===== config.mk =====
export PLATFORM = sky130hd
export DESIGN_NAME = serial_add_requester
export DESIGN_NICKNAME = d
export VERILOG_FILES = /design/src/rtl/serial_add_requester.sv
export SDC_FILE = /design/constraint.sdc
export NUM_CORES = 1
export LEC_CHECK = 0
export ABC_AREA = 1
export CAP_MARGIN = 40
export CORE_ASPECT_RATIO = 0.8
export CORE_MARGIN = 4
export CORE_UTILIZATION = 34
export DETAILED_ROUTE_END_ITERATION = 8
export PLACE_DENSITY = 0.64
export REMOVE_ABC_BUFFERS = 1
export SYNTH_ARGS = -nofsm -noshare
export SYNTH_HDL_FRONTEND = slang
export SYNTH_SLANG_ARGS = --single-unit

===== constraint.sdc =====
create_clock -name clk -period 2.78 [get_ports clk]
set_input_delay 0.834 -clock clk [delete_from_list [all_inputs] [get_ports clk]]
set_output_delay 0.834 -clock clk [all_outputs]
set_load 0.05 [all_outputs]

===== src/rtl/serial_add_requester.sv =====
// Initiator for the SerialAdder start/done interface: takes operand pairs, runs one add, returns the sum.
// Optional macro SERADD_TIMEOUT_EN adds a WAIT-state timeout that returns an error result.
module serial_add_requester #(
    parameter int W           = 8,
    parameter int START_CYC   = 2,
    parameter int TIMEOUT_CYC = 64
) (
    input  logic         clk,
    input  logic         rst,
    input  logic         in_valid,
    output logic         in_ready,
    input  logic [W-1:0] in_a,
    input  logic [W-1:0] in_b,
    output logic         out_valid,
    input  logic         out_ready,
    output logic [W-1:0] out_sum,
    output logic         out_err,
    output logic [W-1:0] add_a,
    output logic [W-1:0] add_b,
    output logic         add_start,
    output logic         add_rst,
    input  logic [W-1:0] add_c,
    input  logic         add_done
);

    // Handshakes: a transfer happens on a rising edge where valid and ready are both high;
    // valid is never withdrawn before the transfer and its payload stays constant while waiting.

    typedef enum logic [2:0] {
        S_IDLE,
        S_START,
        S_WAIT,
        S_CLEAR,
        S_HOLD
    } state_t;

    localparam int SCW = (START_CYC > 1) ? $clog2(START_CYC) : 1;
    localparam logic [SCW-1:0] START_LOAD = SCW'(START_CYC - 1);

    state_t         state, state_nx;
    logic [SCW-1:0] start_cnt, start_cnt_nx;
    logic [W-1:0]   a_nx, b_nx, sum_nx;
    logic           in_ready_nx, out_valid_nx, add_start_nx, add_rst_nx;

`ifdef SERADD_TIMEOUT_EN
    localparam int TW = (TIMEOUT_CYC > 1) ? $clog2(TIMEOUT_CYC) : 1;
    localparam logic [TW-1:0] TIMEOUT_LAST = TW'(TIMEOUT_CYC - 1);

    logic [TW-1:0] wait_cnt, wait_cnt_nx;
    logic          err_q, err_nx;

    assign out_err = err_q;

    always_ff @(posedge clk or posedge rst) begin
        if (rst) begin
            wait_cnt <= '0;
            err_q    <= 1'b0;
        end else begin
            wait_cnt <= wait_cnt_nx;
            err_q    <= err_nx;
        end
    end
`else
    assign out_err = 1'b0;
`endif

    always_ff @(posedge clk or posedge rst) begin
        if (rst) begin
            state     <= S_IDLE;
            start_cnt <= '0;
            in_ready  <= 1'b1;
            out_valid <= 1'b0;
            out_sum   <= '0;
            add_a     <= '0;
            add_b     <= '0;
            add_start <= 1'b0;
            add_rst   <= 1'b1;
        end else begin
            state     <= state_nx;
            start_cnt <= start_cnt_nx;
            in_ready  <= in_ready_nx;
            out_valid <= out_valid_nx;
            out_sum   <= sum_nx;
            add_a     <= a_nx;
            add_b     <= b_nx;
            add_start <= add_start_nx;
            add_rst   <= add_rst_nx;
        end
    end

    always_comb begin
        state_nx     = state;
        start_cnt_nx = start_cnt;
        a_nx         = add_a;
        b_nx         = add_b;
        sum_nx       = out_sum;
`ifdef SERADD_TIMEOUT_EN
        wait_cnt_nx  = wait_cnt;
        err_nx       = err_q;
`endif

        case (state)
            S_IDLE: begin
                if (in_valid) begin
                    a_nx         = in_a;
                    b_nx         = in_b;
                    start_cnt_nx = START_LOAD;
                    state_nx     = S_START;
                end
            end
            S_START: begin
                // add_done is deliberately not looked at here: it may still be high from the last op
                if (start_cnt == '0) begin
                    state_nx = S_WAIT;
`ifdef SERADD_TIMEOUT_EN
                    wait_cnt_nx = '0;
`endif
                end else begin
                    start_cnt_nx = start_cnt - 1'b1;
                end
            end
            S_WAIT: begin
                if (add_done) begin
                    sum_nx   = add_c;
                    state_nx = S_CLEAR;
`ifdef SERADD_TIMEOUT_EN
                    err_nx   = 1'b0;
                end else if (wait_cnt == TIMEOUT_LAST) begin
                    sum_nx   = '0;
                    err_nx   = 1'b1;
                    state_nx = S_CLEAR;
                end else begin
                    wait_cnt_nx = wait_cnt + 1'b1;
`endif
                end
            end
            S_CLEAR: begin
                state_nx = S_HOLD;
            end
            S_HOLD: begin
                if (out_ready) begin
                    state_nx = S_IDLE;
                end
            end
            default: begin
                state_nx = S_IDLE;
            end
        endcase

        // Every handshake/adder control output is a registered decode of the next state
        in_ready_nx  = (state_nx == S_IDLE);
        add_start_nx = (state_nx == S_START);
        add_rst_nx   = (state_nx == S_CLEAR);
        out_valid_nx = (state_nx == S_HOLD);
    end

endmodule

==> results of run 1 <==
[power by group]
part           switching (uW)  internal (uW)  leakage (uW)
Sequential                125            686      0.000397
Clock                     156            202     0.0000455
Combinational            1040            483      0.000565
[layer usage]
layer | GRT usage [%] | part of all wire [%]
met5 | 0 | 0
met4 | 6.00 | 1.3
met3 | 7.12 | 11
met2 | 21.1 | 44
met1 | 17.0 | 44
[placed cells by master (no fill, tap or decap), drive strengths merged]
cell type	n
dfrtp	30
nor2	11
clkdlybuf4s50	56
nand3	18
buf	2
conb	1
inv	10
nand2	66
dfstp	2
clkbuf	8
[worst min-delay path: cells and delay by family (launching register included)]
kind	cells	cell delay [ps]
AND/OR/NAND/NOR	2	100
flip-flops	1	340
[flip-flops by register name, summed over array words and instances (netlist names)]
signal,count
add_a,8
add_b,8
out_sum,8
state,3
add_rst,1
add_start,1
in_ready,1
out_valid,1
start_cnt,1
[metrics by stage]
stage	hold slack [ps]	cell area, sq um	instances
final	470	1980	246
after floorplan	464	1270	138
after CTS	474	1980	246
after global routing	496	1980	246
after detailed placement	457	1890	238
after global placement	452	1890	238
[kinds of logic after synthesis]
group	after synthesis	share of synthesized area (%)
simple gates	95	32.5
other cells	1	0.289
flops	32	61.9
buf+inv	14	5.30
[cell usage after synthesis, drive strengths merged]
library cell,number,area (sq um)
conb,1,3.75
nand2,66,265
dfrtp,30,751
inv,10,37.5
nor2,11,66.3
nand3,18,90.1
buf,4,31.3
dfstp,2,52.6
[worst paths after layout]
path | from | slack (ps) | cells after the start | endpoint
max reg2reg | state[0] | 1330 | 6 | in_ready
max | add_rst | 370 | 1 | add_rst
min | add_b[3] | 470 | 2 | add_b[3]
min reg2reg | add_b[3] | 470 | 2 | add_b[3]
max in group asynchronous | rst | 1510 | 3 | in_ready
min in group asynchronous | rst | 950 | 3 | out_sum[2]
[cell type report]
type | count | share of cell area [%]
Clock buffer | 8 | 4.54
Tap cell | 42 | 2.65
Multi-Input combinational cell | 96 | 21.4
Timing Repair Buffer | 58 | 29.0
Inverter | 10 | 1.89
Sequential cell | 32 | 40.5
==> impl_metrics.csv, run 1 <==
group,metric,value,unit
status,status,"finished clean",
critical_path,path_cells,"clkdlybuf4s50_1",
power_and_ir_drop,vdd_drop_max,0.000606,V
synthesis,syn_area,0.00130,sq mm
clocking,cts-root-buf,"clkbuf_8",
clocking,clock_sinks,32,
route,dr.pass1.iters,4,
worst_hold_path,hold_class,"register to register",
finish,regArea,803,sq um
global_routing,antenna_found_initial,0,
critical_path,cp-start-kind,"register",
power_and_ir_drop,power_per_cell_area,1360,mW/mm^2
sta,timing.fmax,414,MHz
global_routing,grt_util_all_layers,14.0,%
finish,fillerInstances,328,
finish,fin_util,56.0,%
power_and_ir_drop,design_power_total,2700,uW
clocking,holdBufCountCts,0,
synthesis,synth-seq-cells,32,
synthesis,synth_warnings,0,
floorplanning,ios,58,
floorplanning,die_area,0.00487,sq mm
sta,setup_viol,0,
finish,drive_gt1_share,9.80,%
critical_path,worst_setup_path_end_kind,"output port",
critical_path,critical_path_class,"register to output port",
sta,hold_viol_final,0,
power_and_ir_drop,p_leak,0.00101,uW
placed_design,place_ws,661,ps
placed_design,place.gp.congestion,0.831,
synthesis,yosysUniqueCellTypes,15,
clocking,post_cts_buffers,0,
route,viasPerCell,4.56,
floorplanning,die_width,77.1,um
critical_path,cp_num_buf_inv,1,
clocking,cts_buffers,5,
critical_path,worstPathRequired,1950,ps
global_routing,grt_max_degree,33,
sta,rsz0062_at_grt,"false",
sta,period_share,86.8,%
finish,nets,232,
synthesis,yosysSeqAreaShare,61.9,%
clocking,post_cts_resized,0,
critical_path,cp_max_fo,1,
finish,multiInputGateArea,425,sq um
critical_path,arrival,1580,ps
clocking,htreeDepth,2,
critical_path,path_delay_family,"buffers and inverters",
synthesis,netlist_instances,142,
route,wl_per_cell,12.9,um
flow_run,drv_cap,0,
finish,synthToLayoutAreaGrowth,52.9,%
placed_design,io_buffers,56,
sta,fin_worst_skew,6.52,ps
synthesis,avgSynthCellArea,9.14,sq um
route,drt-initial-drc-count,56,
global_routing,grt_pass1_wl,5.34,mm
clocking,clkTransAtPathRegs,60,ps
clocking,clk_latency,280,ps
global_routing,grt_pass1_vias,1157,
global_routing,globalRouteOverflowTotal,0,
placed_design,hpwl,2.31,mm
route,drc,0,
floorplanning,die_h,63.3,um
floorplanning,start_util,36.6,%
sta,slew_headroom,65.5,%
sta,min_period,2410,ps
route,drt-total-wl,3.17,mm
route,antenna_left,0,
finish,num_antenna_cells,0,
clocking,cts_tree,"yes",
clocking,cts_buffer_depth,2,
critical_path,cp_slowest_cell,"clkdlybuf4s50_1",
critical_path,cpPeakStageDelay,790,ps
floorplanning,rows,19,
sta,slew_violations,0,
floorplanning,core-area,0.00354,sq mm
sta,fin_tns_setup,0,ps
sta,tightest_slew,516,ps
route,routed-via-count,1122,
sta,postLayoutSetupSlackWorst,367,ps
No activity file was read; power rests on OpenSTA's default activity.
==> run 2, diff against run 1 <==
Settings changed: SETUP_SLACK_MARGIN set to 0.3.
==> results of run 2 <==
No change in the layout: final DEF, timing and power equal those of run 1.
==> run 3, diff against run 2 <==
Settings changed: ABC_AREA 1 to not set, GPL_ROUTABILITY_DRIVEN set to 1, PLACE_DENSITY 0.64 to 0.65.
Clock period 2.78 ns to 2.7 ns, I/O delays scaled along.
==> impl_metrics.csv, run 3 <==
group,metric,value,unit
status,status,"finished clean",
sta,setup_viol,0,
clocking,clk_latency,270,ps
finish,num_antenna_cells,0,
sta,postLayoutSetupSlackWorst,443,ps
route,antenna_left,0,
finish,synthToLayoutAreaGrowth,53.8,%
sta,fin_worst_skew,3.77,ps
synthesis,synth_warnings,0,
flow_run,drv_cap,0,
floorplanning,start_util,36.5,%
global_routing,grt_use_met3,6.63,%
floorplanning,rows,19,
global_routing,met2_usage,18.8,%
global_routing,grt_most_used_layer,"met2",
clocking,cts-root-buf,"clkbuf_8",
global_routing,grt_util_all_layers,12.0,%
sta,rsz0062_at_grt,"false",
synthesis,synth.top_cells.by_area,"dfrtp_1 59%, mux2_2 21%, dfstp_2 4.1%",
power_and_ir_drop,vdd_drop_max,0.000695,V
clocking,htreeDepth,2,
finish,drive_gt1_share,28.3,%
sta,tightest_slew,524,ps
critical_path,path_delay_family,"buffers and inverters",
synthesis,synth-edff-count,0,
critical_path,crit_start,"add_a[5]",
power_and_ir_drop,power_per_cell_area,1450,mW/mm^2
worst_hold_path,hold_class,"register to register",
placed_design,place_ws,349,ps
critical_path,cp_max_fo,2,
global_routing,grt_max_degree,17,
sta,slew_headroom,65.0,%
sta,timing.fmax,443,MHz
synthesis,yosysSeqAreaShare,62.6,%
synthesis,synth_common_cells,"30 x dfrtp_1, 24 x mux2_2",
global_routing,globalRouteOverflowTotal,0,
clocking,cts_buffers,5,
global_routing,grt_pass1_wl,4.59,mm
finish,fillerInstances,292,
worst_hold_path,min_path_cells,1,
route,drt-total-wl,2.70,mm
critical_path,cp-start-kind,"register",
worst_hold_path,min_from,"add_b[1]",
floorplanning,ios,58,
sta,period_share,83.6,%
finish,final_cell_mix,"54 x clkdlybuf4s50_1, 30 x dfrtp_1, 24 x mux2_2, 6 x clkbuf_8, 4 x buf_4",
global_routing,antenna_found_initial,0,
critical_path,worstPathRequired,1890,ps
critical_path,cpPeakStageDelay,820,ps
placed_design,hpwl,2.11,mm
sta,slew_violations,0,
worst_hold_path,worstHoldEndpoint,"add_b[1]",
global_routing,grt_util_met1,14.2,%
placed_design,io_buffers,56,
clocking,clkTransAtPathRegs,60,ps
power_and_ir_drop,switching_share,45.7,%
route,dr.pass1.iters,4,
placed_design,place.gp.congestion,0.798,
synthesis,syn_area,0.00128,sq mm
synthesis,netlist_instances,83,
synthesis,synth-seq-cells,32,
floorplanning,die_area,0.00482,sq mm
critical_path,path_cells,"clkdlybuf4s50_1",
clocking,clock_sinks,32,
floorplanning,die_h,62.9,um
critical_path,reg2regPathDepth,3,
critical_path,reg2reg_slack,1080,ps
route,drc,0,
critical_path,worst_setup_path_end_kind,"output port",
critical_path,arrival,1450,ps
sta,fin_tns_setup,0,ps
power_and_ir_drop,pwr-share-comb,56.0,%
critical_path,r2r_start,"state[1]",
clocking,holdBufCountCts,0,
critical_path,reg2reg_to,"out_sum[0]",
synthesis,synth_area_leader_cell,"dfrtp_1",
synthesis,synthMostInstantiatedCell,"dfrtp_1",
sta,holdWs,506,ps
critical_path,cp_slowest_cell,"clkdlybuf4s50_1",
finish,nets,173,
power_and_ir_drop,p_clk_share,12.8,%
synthesis,synth_top_cell_area_share,58.5,%
route,wl_per_cell,14.4,um
floorplanning,die_width,76.7,um
power_and_ir_drop,p_sw,1300,uW
route,drt-initial-drc-count,12,
power_and_ir_drop,p_leak,0.000824,uW
floorplanning,core-area,0.00352,sq mm
route,viasPerCell,4.80,
clocking,cts_buffer_depth,2,
synthesis,avgSynthCellArea,15.5,sq um
global_routing,grt_pass1_vias,984,
route,routed-via-count,897,
synthesis,async_flop_share,100,%
clocking,cts_tree,"yes",
power_and_ir_drop,seqPwrFrac,31.2,%
power_and_ir_drop,p_int,1550,uW
sta,hold_viol_final,0,
critical_path,critical_path_class,"register to output port",
finish,final_common_cell,"clkdlybuf4s50_1",
sta,min_period,2260,ps
synthesis,yosysUniqueCellTypes,25,
synthesis,synthFlopType,"dfrtp_1",
critical_path,cp_num_buf_inv,1,
finish,top_regs,"add_a x8, add_b x8, out_sum x8",
## run 3: logic make-up after synthesis
| kind of cell | count (synthesis) | share of synthesized area [%] |
|---|---|---|
| simple gates | 10 | 7.02 |
| other cells | 1 | 0.292 |
| compound gates | 7 | 3.71 |
| mux | 26 | 22.6 |
| flops | 32 | 62.6 |
| buf+inv | 7 | 3.71 |
## run 3: timing repair
action	4_1_cts	5_1_grt
setup buffers	0	0
endpoints found under the setup margin	2	0
resized for setup	2	0
hold endpoints to repair	0	0
## run 3: stage by stage
| stage | util [%] | total power (uW) | instances | area [sq um] |
|---|---|---|---|---|
| after CTS | 56.0 | 2890 | 187 | 1970 |
| after global placement | 53.5 | 2490 | 179 | 1880 |
| final | 56.0 | 2850 | 187 | 1970 |
| after floorplan | - | 1950 | 77 | 1240 |
| after global routing | 56.0 | 3010 | 187 | 1970 |
| after detailed placement | 53.5 | 2520 | 179 | 1880 |
## run 3: power by group through the flow
stage	clock network (uW)	logic (uW)	registers, uW
after floorplan	0	346	1610
after global placement	0	1600	890
after detailed placement	0	1620	901
after CTS	381	1620	894
after global routing	401	1670	936
final	365	1600	891
## run 3: how the worst max path moves through the flow
stage / to / slack [ps] / cells after the start
5_1_grt: add_a[2] / 390 / 1
6_report: add_a[5] / 440 / 1
3_3_place_gp: add_b[5] / 390 / 4
2_1_floorplan: out_sum[0] / 440 / 2
4_1_cts: add_a[5] / 420 / 1
3_5_place_dp: add_b[6] / 350 / 4
## run 3: layout make-up
type / instances / area [sq um] / area share, %
repair buffers: 60 / 588 / 29.8
well taps: 42 / 52.6 / 2.66
clock inverters: 2 / 10.0 / 0.508
multi-input cells: 44 / 432 / 21.9
inverters: 1 / 3.75 / 0.190
flip-flops and latches: 32 / 803 / 40.7
clock buffers: 6 / 82.6 / 4.19
## run 3: metal layers
layer / routed length [um] / part of all wire, %
met1: 1170 / 43
met2: 1200 / 44
met3: 309 / 11
met4: 20 / 0.74
met5: 0 / 0
